**src/rtl/csa_resolve_pkg.sv**
```systemverilog
// ---------------------------------------------------------------------------
// csa_resolve_pkg
// Shared definitions for the carry-save resolver: the controller state type
// and the size helpers that derive result width, chunk count and padded
// operand width from the (width, chunk) parameter pair.
// ---------------------------------------------------------------------------
package csa_resolve_pkg;

   typedef enum logic [1:0] {
      IDLE = 2'd0,
      RUN  = 2'd1,
      DONE = 2'd2
   } state_t;

   // Result width: s + 2c needs two bits more than the operands.
   function automatic int f_ow(input int width);
      return width + 2;
   endfunction

   // Number of chunk-sized slices needed to cover the result width.
   function automatic int f_nch(input int width, input int chunk);
      return (f_ow(width) + chunk - 1) / chunk;
   endfunction

   // Operand width after padding up to a whole number of chunks.
   function automatic int f_pw(input int width, input int chunk);
      return f_nch(width, chunk) * chunk;
   endfunction

endpackage

```
**src/rtl/csa_resolve_chunk.sv**
```systemverilog
// ---------------------------------------------------------------------------
// csa_resolve_chunk
// Purely combinational chunk-wide ripple adder used by the resolver to fold
// one slice of the sum and carry vectors per clock.
//   a, b  : chunk-bit addends
//   cin   : carry in from the previous slice
//   sum   : chunk-bit sum
//   cout  : carry out to the next slice
// ---------------------------------------------------------------------------
module csa_resolve_chunk #(
   parameter int chunk = 4
) (
   input  logic [chunk-1:0] a,
   input  logic [chunk-1:0] b,
   input  logic             cin,
   output logic [chunk-1:0] sum,
   output logic             cout
);

   assign {cout, sum} = {1'b0, a} + {1'b0, b} + {{chunk{1'b0}}, cin};

endmodule

```
**src/rtl/csa_resolve.sv**
```systemverilog
// ---------------------------------------------------------------------------
// csa_resolve
// Sequential carry-propagate resolver. Turns a carry-save pair into a plain
// binary value s_in + 2*c_in, resolving `chunk` bits per cycle so the carry
// chain stays short. Valid/ready handshake on both sides; one operation in
// flight at a time.
//   clk, arst : clock (rising edge) and asynchronous active-high reset
//   in_vld    : input pair valid
//   in_rdy    : resolver idle and able to take a pair
//   s_in      : carry-save sum vector
//   c_in      : carry-save carry vector (unshifted, weight 2x)
//   out_vld   : result valid (held until out_rdy)
//   out_rdy   : downstream takes the result
//   result    : s_in + 2*c_in, width+2 bits, unsigned
//   busy      : operation in progress or result waiting
// ---------------------------------------------------------------------------
module csa_resolve
   import csa_resolve_pkg::*;
#(
   parameter int width = 16,
   parameter int chunk = 4
) (
   input  logic                 clk,
   input  logic                 arst,
   input  logic                 in_vld,
   output logic                 in_rdy,
   input  logic [width-1:0]     s_in,
   input  logic [width-1:0]     c_in,
   output logic                 out_vld,
   input  logic                 out_rdy,
   output logic [width+1:0]     result,
   output logic                 busy
);

   localparam int OW  = f_ow(width);
   localparam int NCH = f_nch(width, chunk);
   localparam int PW  = f_pw(width, chunk);
   localparam int CW  = $clog2(NCH + 1);

   localparam logic [CW-1:0] LAST_CNT = CW'(NCH - 1);

   state_t            state;
   state_t            state_nxt;
   logic              rdy_en;
   logic [PW-1:0]     a_reg;
   logic [PW-1:0]     b_reg;
   logic [PW-1:0]     acc;
   logic [PW-1:0]     acc_shift;
   logic              carry;
   logic [CW-1:0]     cnt;
   logic [chunk-1:0]  chunk_sum;
   logic              chunk_cout;
   logic              accept;
   logic              last_chunk;

   // in_rdy must stay low while reset is held and only rise at the first
   // clock edge after release, so readiness is gated by a flop that reset
   // clears and the clock sets.
   assign in_rdy     = (state == IDLE) && rdy_en;
   assign accept     = in_rdy && in_vld;
   assign last_chunk = (cnt == LAST_CNT);

   assign out_vld = (state == DONE);
   assign busy    = (state != IDLE);
   assign result  = acc[OW-1:0];

   csa_resolve_chunk #(
      .chunk (chunk)
   ) u_chunk (
      .a    (a_reg[chunk-1:0]),
      .b    (b_reg[chunk-1:0]),
      .cin  (carry),
      .sum  (chunk_sum),
      .cout (chunk_cout)
   );

   // Each new slice enters at the top of the accumulator; after NCH slices
   // the first one has reached bit 0 and the padded result is aligned.
   always_comb begin
      acc_shift = acc >> chunk;
      acc_shift[PW-1 -: chunk] = chunk_sum;
   end

   always_ff @(posedge clk or posedge arst) begin
      if (arst) begin
         state  <= IDLE;
         rdy_en <= 1'b0;
      end else begin
         state  <= state_nxt;
         rdy_en <= 1'b1;
      end
   end

   always_comb begin
      state_nxt = state;
      case (state)
         IDLE:    if (accept)     state_nxt = RUN;
         RUN:     if (last_chunk) state_nxt = DONE;
         DONE:    if (out_rdy)    state_nxt = IDLE;
         default:                 state_nxt = IDLE;
      endcase
   end

   // Operands are captured only at the accept edge. The accumulator is not
   // cleared on load because every stale bit is shifted out by the end of
   // RUN. The final carry-out and padding bits are zero for legal inputs
   // and are simply dropped.
   always_ff @(posedge clk or posedge arst) begin
      if (arst) begin
         a_reg <= '0;
         b_reg <= '0;
         acc   <= '0;
         carry <= 1'b0;
         cnt   <= '0;
      end else if (accept) begin
         a_reg <= PW'(s_in);
         b_reg <= PW'({c_in, 1'b0});
         carry <= 1'b0;
         cnt   <= '0;
      end else if (state == RUN) begin
         acc   <= acc_shift;
         carry <= chunk_cout;
         a_reg <= a_reg >> chunk;
         b_reg <= b_reg >> chunk;
         cnt   <= cnt + CW'(1);
      end
   end

endmodule

```
**config.mk**
```make
export PLATFORM = sky130hd
export DESIGN_NAME = csa_resolve
export DESIGN_NICKNAME = d
export VERILOG_FILES = /design/src/rtl/csa_resolve_pkg.sv /design/src/rtl/csa_resolve_chunk.sv /design/src/rtl/csa_resolve.sv
export SDC_FILE = /design/constraint.sdc
export NUM_CORES = 1
export LEC_CHECK = 0
export ABC_AREA = 1
export BUFFER_PORTS_ARGS = -buffer_cell sky130_fd_sc_hd__buf_2
export CAP_MARGIN = 0
export CORE_UTILIZATION = 45
export CTS_CLUSTER_SIZE = 8
export DETAILED_ROUTE_END_ITERATION = 6
export GPL_TIMING_DRIVEN = 0
export HOLD_SLACK_MARGIN = 0.02
export PLACE_DENSITY = 0.75
export REMOVE_ABC_BUFFERS = 1
export SLEW_MARGIN = 15
export SYNTH_ARGS = -nofsm -noshare
export SYNTH_HDL_FRONTEND = slang
export SYNTH_SLANG_ARGS = --single-unit
```
**constraint.sdc**
```tcl
create_clock -name clk -period 2.4 [get_ports clk]
set_clock_uncertainty 0.2 [all_clocks]
set_input_delay 0.48 -clock clk [delete_from_list [all_inputs] [get_ports clk]]
set_output_delay 0.48 -clock clk [all_outputs]
set_load 0.02 [all_outputs]
```
==> results.txt, run 1 <==
The first-iteration detailed-routing DRC count came out at 110. The floorplan die width is 81.94 um. The tree is rooted in a clkbuf_8. The first global-routing pass estimated 9798 um of wire. Counting every sink on the clock net gives 60. In this run the cell area of the synthesized design comes to 0.002875 mm^2.

Sorting the synthesized cells by how often they occur yields 66 x nand3_1, 62 x nand2_1, 60 x dfrtp_1. In this run the power density over the cells is 1303 mW/mm^2. In this run the static leakage power is 1.629 nW. The register with the most flip-flops in the layout has 20 of them. The die extent in y is 81.94 um, and the share of final-layout standard cells stronger than drive strength 1 is 22.07%.

Across the VDD grid, the largest voltage drop is 0.7074 mV. The ratio of routed vias to standard cells was 5.125; the final antenna diode count was 0. At the end of routability-driven placement, the weighted congestion stood at 0.7518.

For this configuration, the core starts out at a cell density of 47.72%. The tools report the core area as 0.006026 mm^2. In the routed design, unresolved DRC markers number 0. The most used flip-flop cell after synthesis is dfrtp_1. After layout, the worst path uses 89.24% of the clock period.

The type of the worst setup path is flip-flop to output port. The final routed wire length divided by cell count works out to 13.18 um. The yosys synthesis warning count came out at 0.

The die covers 0.006713 mm^2. TritonCTS built the clock tree. Hold timing on the final database bottoms out at a slack of 0.07159 ns. For the number of global-route vias before repair, the log shows 2183. Deepest clock path buffer count: 2.

After detailed routing, the total wire length is 5706 um. After synthesis the netlist holds a flip-flop and latch count of 60. Across every metal layer, demand over resource in global routing totals 19.81%.

The timing-limited maximum frequency came out at 0.4669 GHz. The run gives 0 as the number of max-slew violations in the final report. The kind of launch point of the worst setup path is a flip-flop. Gates resized during post-CTS repair numbered 0. In this run the count of I/O pins placed on the die edge is 57. Clock tree synthesis inserted a total of 9 buffers.

OpenSTA, run right after detailed placement, puts the worst setup slack at 0.06728 ns. The largest fanout of any net on the critical path was 10; the per-instance average area after synthesis was 8.957 um^2. The total overflow left after global routing is 0. Counting the fill cells in the layout gives 566. STA puts the critical path data required time at 1.72 ns. The number of H-tree levels is 3, and the maximum number of pins on one net before global-route repair is 61.

The tools report the register area share after synthesis as 52.22%. The number of enable flip-flop cells after synthesis works out to 0. For the area taken by flip-flops and latches, the log shows 0.001501 mm^2. In the final layout, the multi-input gates occupy 0.001001 mm^2. nand3_1 is the most common cell in the netlist.

For the final HPWL from detailed placement, the log shows 3468 um. For the gate count after technology mapping, the log shows 321. The logs give 1.46 ns for the critical path arrival and 0 for the total setup violations reported at the end of the flow. The final design area excluding fillers is 0.003212 mm^2, and the final hold violation count is 0. Counting I/O delays and the setup requirement, the final critical path takes 2.142 ns. STA classifies the critical path endpoint as an output port. Aggregate negative setup slack: 0 ns. The count of nets left with antenna violations after detail routing is 0, and the number of cell rows is 28. Once placement finished, the instance area stood at 0.003017 mm^2.

By area the synthesized netlist is led by dfrtp_1 52%, nand3_1 11%, nand2_1 8.1%. Share of synthesized registers carrying an async set or reset: 100.0%. The run gives 52.04% as the remaining max-slew budget at the tightest pin. The flow ran to the end, and the final reports show no timing, DRC or antenna violations. For the pin with the worst max-slew slack, the measured transition is 0.7194 ns. After clock tree synthesis, the clock-pin slew on the worst setup and hold paths is 0.06 ns. The initial antenna violation count was 0; the share of the core filled with cells in the final layout was 53.30%.

The net count reported at finish is 396. The least setup slack across all paths after layout is 0.2582 ns. The worst hold path belongs to the class input pin to async pin.

Clock latency on the worst-skew pair, taken at its later pin, is 0.34 ns. Setup repair after global routing left no endpoint under its margin. Number of buffers added on ports: 56. Across the run, the number of max-cap violations was 0. The total via count after detailed routing was 2219; the count of unique library cells instantiated by Yosys was 21. Relative to the synthesized area, the layout overhead comes to 11.71%.

The number of iterations in the first detailed-routing pass was 4; the top cell type's share of synthesized area was 52.22%. Biggest area consumer among synthesized cells: dfrtp_1.
-- placed cells by master (no fill, tap or decap) --
cell type  count
o22ai_1        2
nand2_2        1
clkbuf_8      12
clkinv_2       1
buf_12         1
nand3_4        1
nor2_2         1
nor2_1         4
buf_4          1
fa_1           2
o21ai_0       15
clkbuf_1       3
nand3_1       66
dfrtp_1       60
nor2_4         2
buf_2         56
inv_4          1
a21oi_1        4
conb_1         1
nand2_1       61
nand4_1        8
ha_1           5
inv_1         30
inv_2          2
o211ai_1       8
o21ai_1       10
-- report_power, final --
part	switching (mW)	total, mW	internal, mW	leakage [nW]
combinational	1.17	1.74	0.571	0.759
clock	0.368	0.827	0.459	0.0937
sequential	0.213	1.62	1.41	0.776
total	1.75	4.18	2.44	1.63
-- kinds of logic after synthesis --
logic type	after synthesis	share of synthesized area, %
other cells	1	0.1304
fa+ha+maj	7	3.568
buf+inv	71	13.27
compound gates	39	7.572
flops	60	52.22
simple gates	143	23.24
-- cell type report --
cell class / instances / area share (%)
Sequential cell: 60 / 46.75
Multi-Input combinational cell: 191 / 31.16
Inverter: 33 / 3.935
Clock inverter: 1 / 0.1558
Timing Repair Buffer: 58 / 9.583
Tap cell: 75 / 2.922
Clock buffer: 15 / 5.493
-- final timing paths --
| check | start | end | slack (ns) | cells past startpoint |
|---|---|---|---|---|
| min in group clk | out_rdy | state[1] | 0.12 | 2 |
| setup reg to reg | state[0] | cnt[0] | 0.33 | 4 |
| max in group asynchronous | arst | b_reg[12] | 1.46 | 2 |
| hold reg to reg | acc[0] | acc[0] | 0.28 | 2 |
| setup / recovery | state[0] | in_rdy | 0.26 | 4 |
| hold / removal | arst | acc[2] | 0.07 | 2 |
-- metrics by stage --
| stage | instances | power [mW] |
|---|---|---|
| global route | 433 | 4.558 |
| global placement | 414 | 3.221 |
| floorplan | 283 | 2.793 |
| CTS | 433 | 4.224 |
| detailed placement | 415 | 3.349 |
| finish | 433 | 4.184 |
-- critical path, cell delays in order, from the launching register on --
cell     delay [ns]
dfrtp_1        0.43
nor2_4         0.28
inv_2          0.12
nor2_4         0.13
buf_2          0.17
-- layer usage --
metal | vias up | global-route usage [%] | routed length, um
met5 | - | 0 | 0
met2 | 79 | 33.88 | 2839
li1 | 1104 | - | -
met3 | 4 | 6.889 | 362
met4 | 0 | 5.789 | 37
met1 | 1032 | 23.33 | 2466
-- repair_timing --
| action | 4_1_cts | 5_1_grt |
|---|---|---|
| setup buffers | 1 | 0 |
| hold buffers | 0 | 0 |
| endpoints found under the setup margin | 1 | 0 |
Power figures use the tool's default switching activity.
==> run 2, diff against run 1 <==
--- a/config.mk
+++ b/config.mk
@@ -6,14 +6,15 @@
 export NUM_CORES = 1
 export LEC_CHECK = 0
 export ABC_AREA = 1
-export BUFFER_PORTS_ARGS = -buffer_cell sky130_fd_sc_hd__buf_2
+export BUFFER_PORTS_ARGS = -buffer_cell sky130_fd_sc_hd__buf_4
 export CAP_MARGIN = 0
 export CORE_UTILIZATION = 45
 export CTS_CLUSTER_SIZE = 8
 export DETAILED_ROUTE_END_ITERATION = 6
 export GPL_TIMING_DRIVEN = 0
 export HOLD_SLACK_MARGIN = 0.02
-export PLACE_DENSITY = 0.75
+export MAX_ROUTING_LAYER = met4
+export PLACE_DENSITY = 0.78
 export REMOVE_ABC_BUFFERS = 1
 export SLEW_MARGIN = 15
 export SYNTH_ARGS = -nofsm -noshare
==> constraint.sdc (replaced) <==
create_clock -name clk -period 1.8 [get_ports clk]
set_clock_uncertainty 0.2 [all_clocks]
set_input_delay 0.36 -clock clk [delete_from_list [all_inputs] [get_ports clk]]
set_output_delay 0.36 -clock clk [all_outputs]
set_load 0.02 [all_outputs]
==> run 2 against run 1 <==
  * The run now ends with setup timing left
  * Cell area rose by 8.6%
  * Register-to-register slack got worse by 0.34 ns
  * Sequential share of layout area is 3.6 points lower
  * Critical path depth up 3
  * Global-route usage increased by 0.44 points
  * Critical endpoint is now acc[18]
  * Largest cell class unchanged
  * Highest routed layer unchanged
==> results.txt, run 2 (same netlist as run 1, synthesis figures left out) <==
Top library cells by usage in the layout, fill and taps aside: 65 x buf_4, 64 x nand3_1, 58 x nand2_1, 58 x dfrtp_1, 27 x inv_1 (was 66 x nand3_1, 61 x nand2_1, 60 x dfrtp_1, 56 x buf_2, 30 x inv_1). The placed cell area is 0.003157 mm^2 (was 0.003017 mm^2). The maximum number of pins on one net before global-route repair is 61 (unchanged), and the initial antenna violation count is 0 (unchanged).

The number of cells on the worst hold path works out to 3. The multi-input logic area is 0.001046 mm^2 (was 0.001001 mm^2). The flow ran to the end, but the final reports show violations. The tools report the pre-CTS setup slack as -0.2396 ns (was 0.06728 ns). The run gives 0.5527 GHz as the timing-limited maximum frequency. The kind of launch point of the worst setup path was a flip-flop (unchanged). The final design area excluding fillers was 0.003488 mm^2 (was 0.003212 mm^2); the final period demand of the worst path was 1.809 ns. The element type at the critical path end was a flip-flop (was an output port). The run gives -0.009435 ns (was 0.2582 ns) as the least setup slack across all paths after layout.

The share of the core filled with cells in the final layout is 57.89% (was 53.30%). The floorplan die width was 81.94 um (unchanged); the critical path arrival was 1.83 ns (was 1.46 ns). The share of final-layout standard cells stronger than drive strength 1 is 27.45% (was 22.07%). Setup repair after global routing could not meet its margin everywhere. Area added between synthesis and finish: 21.32% (was 11.71%). The leakage component of the power is 1.718 nW (was 1.629 nW).

The tools report the post-detailed-route DRC marker count as 0 (unchanged). The run gives 3 (unchanged) as the number of H-tree levels. The number of buffers added on ports was 56 (unchanged); the core area was 0.006026 mm^2 (unchanged).

The run gives 9639 um (was 9798 um) as the wire length of the first global-routing pass. The type of the worst setup path is flip-flop to flip-flop (was flip-flop to output port). The number of sinks handled by clock tree synthesis was 60 (unchanged); the TritonCTS buffer count was 9 (unchanged). The final RePlAce weighted congestion was 0.7464 (was 0.7518); the aggregate negative setup slack was -0.01106 ns (was 0 ns). Number of iterations in the first detailed-routing pass: 4 (unchanged). TritonCTS built the clock tree. The power per unit of standard cell area works out to 1701 mW/mm^2 (was 1303 mW/mm^2). The largest fanout of any net on the critical path is 3 (was 10).

The flip-flop count of the largest register, all copies and words added is 20 (unchanged). Path type of the worst min-delay path: input pin to flip-flop (was input pin to async pin). Remaining max-slew budget at the tightest pin: 52.27% (was 52.04%).

The max-cap check violation count came out at 0 (unchanged). Ratio of routed vias to standard cells: 5.129 (was 5.125). The number of global-route vias before repair came out at 2191 (was 2183). The run gives 57 (unchanged) as the count of pins on the block boundary. For the number of cell rows, the log shows 28 (unchanged).

The die extent in y is 81.94 um (unchanged). The tools report the buffer type at the clock tree root as clkbuf_8 (unchanged). The clock input transition at the sequential cells of the worst setup and hold paths works out to 0.07 ns (was 0.06 ns). The worst vdd rail ir drop came out at 0.9215 mV (was 0.7074 mV).

The transition time at the pin with the least slew margin was 0.7160 ns (was 0.7194 ns); the number of max-slew violations in the final report was 0 (unchanged). The total chip power was 5.934 mW (was 4.184 mW); the count of nets left with antenna violations after detail routing was 0 (unchanged). The overall global routing resource usage was 20.24% (was 19.81%); the count of cells along the worst register-to-register path was 7 (was 4). Critical path required time: 1.82 ns (was 1.72 ns). The final reports fail on setup timing. The source-to-sink clock delay at the later pin of the worst-skew pair came out at 0.34 ns (about the same).

Most common cell after layout, fill and taps aside: buf_4 (was nand3_1). The deepest clock path buffer count is 2 (unchanged), and the first-iteration detailed-routing DRC count is 96 (was 110). The final antenna diode count was 0 (unchanged). The total setup violations reported at the end of the flow was 2 (was 0); the total overflow reported by the global router was 0 (unchanged).

The count of fill cells added during filler insertion came out at 550 (was 566). Final routed wire length divided by cell count: 13.00 um (was 13.18 um). The tools report the net count reported at finish as 407 (was 396). The final routed wirelength across all metal layers is 5757 um (was 5706 um). The final critical-path share of the clock period is 100.5%.

The final hold violation count is 0 (unchanged). The logs give 3596 um (was 3468 um) for the final HPWL from detailed placement and 0.006713 mm^2 (unchanged) for the overall die area. The initial cell density of the core was 47.72% (unchanged); the total via count after detailed routing was 2272 (was 2219). Area taken by flip-flops and latches: 0.001504 mm^2 (was 0.001501 mm^2).
==> run 2: cell types whose count changed in the layout (fill, tap and decap cells not counted), sizes merged <==
cell         change
dlygate4sd3      +2
buf              +9
clkbuf           -2
clkinv           +1
==> run 2: layer usage <==
| layer | track usage, % | routed length [um] |
|---|---|---|
| met1 | 21.48 | 2507 |
| met2 | 34.30 | 2838 |
| met3 | 9.222 | 369 |
| met4 | 4.737 | 41 |
| met5 | - | 0 |
==> run 2: cell type report <==
class	instances	area share, %
Tap cell	75	2.690
Inverter	33	3.910
Sequential cell	60	43.11
Multi-Input combinational cell	191	29.99
Timing Repair Buffer	69	15.46
Clock inverter	2	0.2869
Clock buffer	13	4.555
==> run 2: worst paths after layout <==
check	startpoint	endpoint	slack, ns
max	carry	acc[18]	-0.009
min reg2reg	acc[19]	acc[15]	0.28
min in group asynchronous	arst	acc[4]	0.49
max reg2reg	carry	acc[18]	-0.009
min	s_in[3]	a_reg[3]	0.05
max in group asynchronous	arst	state[0]	0.38
==> run 2: timing repair <==
item / CTS / global route
setup endpoints to repair: 45 / 32
hold buffers: 2 / 0
pin swaps: 4 / 7
resized for setup: 8 / 16
buffers inserted: 4 / 6
hold endpoints to repair: 61 / 0
cloned: 1 / 0
==> run 2: per-stage QoR <==
stage / instances / hold slack [ns]
after global placement: 414 / 0.2521
after global routing: 443 / 0.03585
after floorplan: 283 / 0.2422
after CTS: 437 / 0.04077
after detailed placement: 415 / 0.2667
final: 443 / 0.04890
==> run 2: report_power, final <==
group / internal, mW / leakage (nW) / switching, mW
Sequential: 1.88 / 0.774 / 0.287
Clock: 0.563 / 0.0893 / 0.492
Combinational: 1.06 / 0.854 / 1.65
Total: 3.50 / 1.72 / 2.43
==> run 2: worst max-delay path, cell delays in order (launching register included) <==
cell	delay (ns)
dfrtp_1	0.34
inv_2	0.05
fa_2	0.41
fa_2	0.36
inv_2	0.09
a21oi_2	0.06
o21ai_1	0.10
o21ai_1	0.08
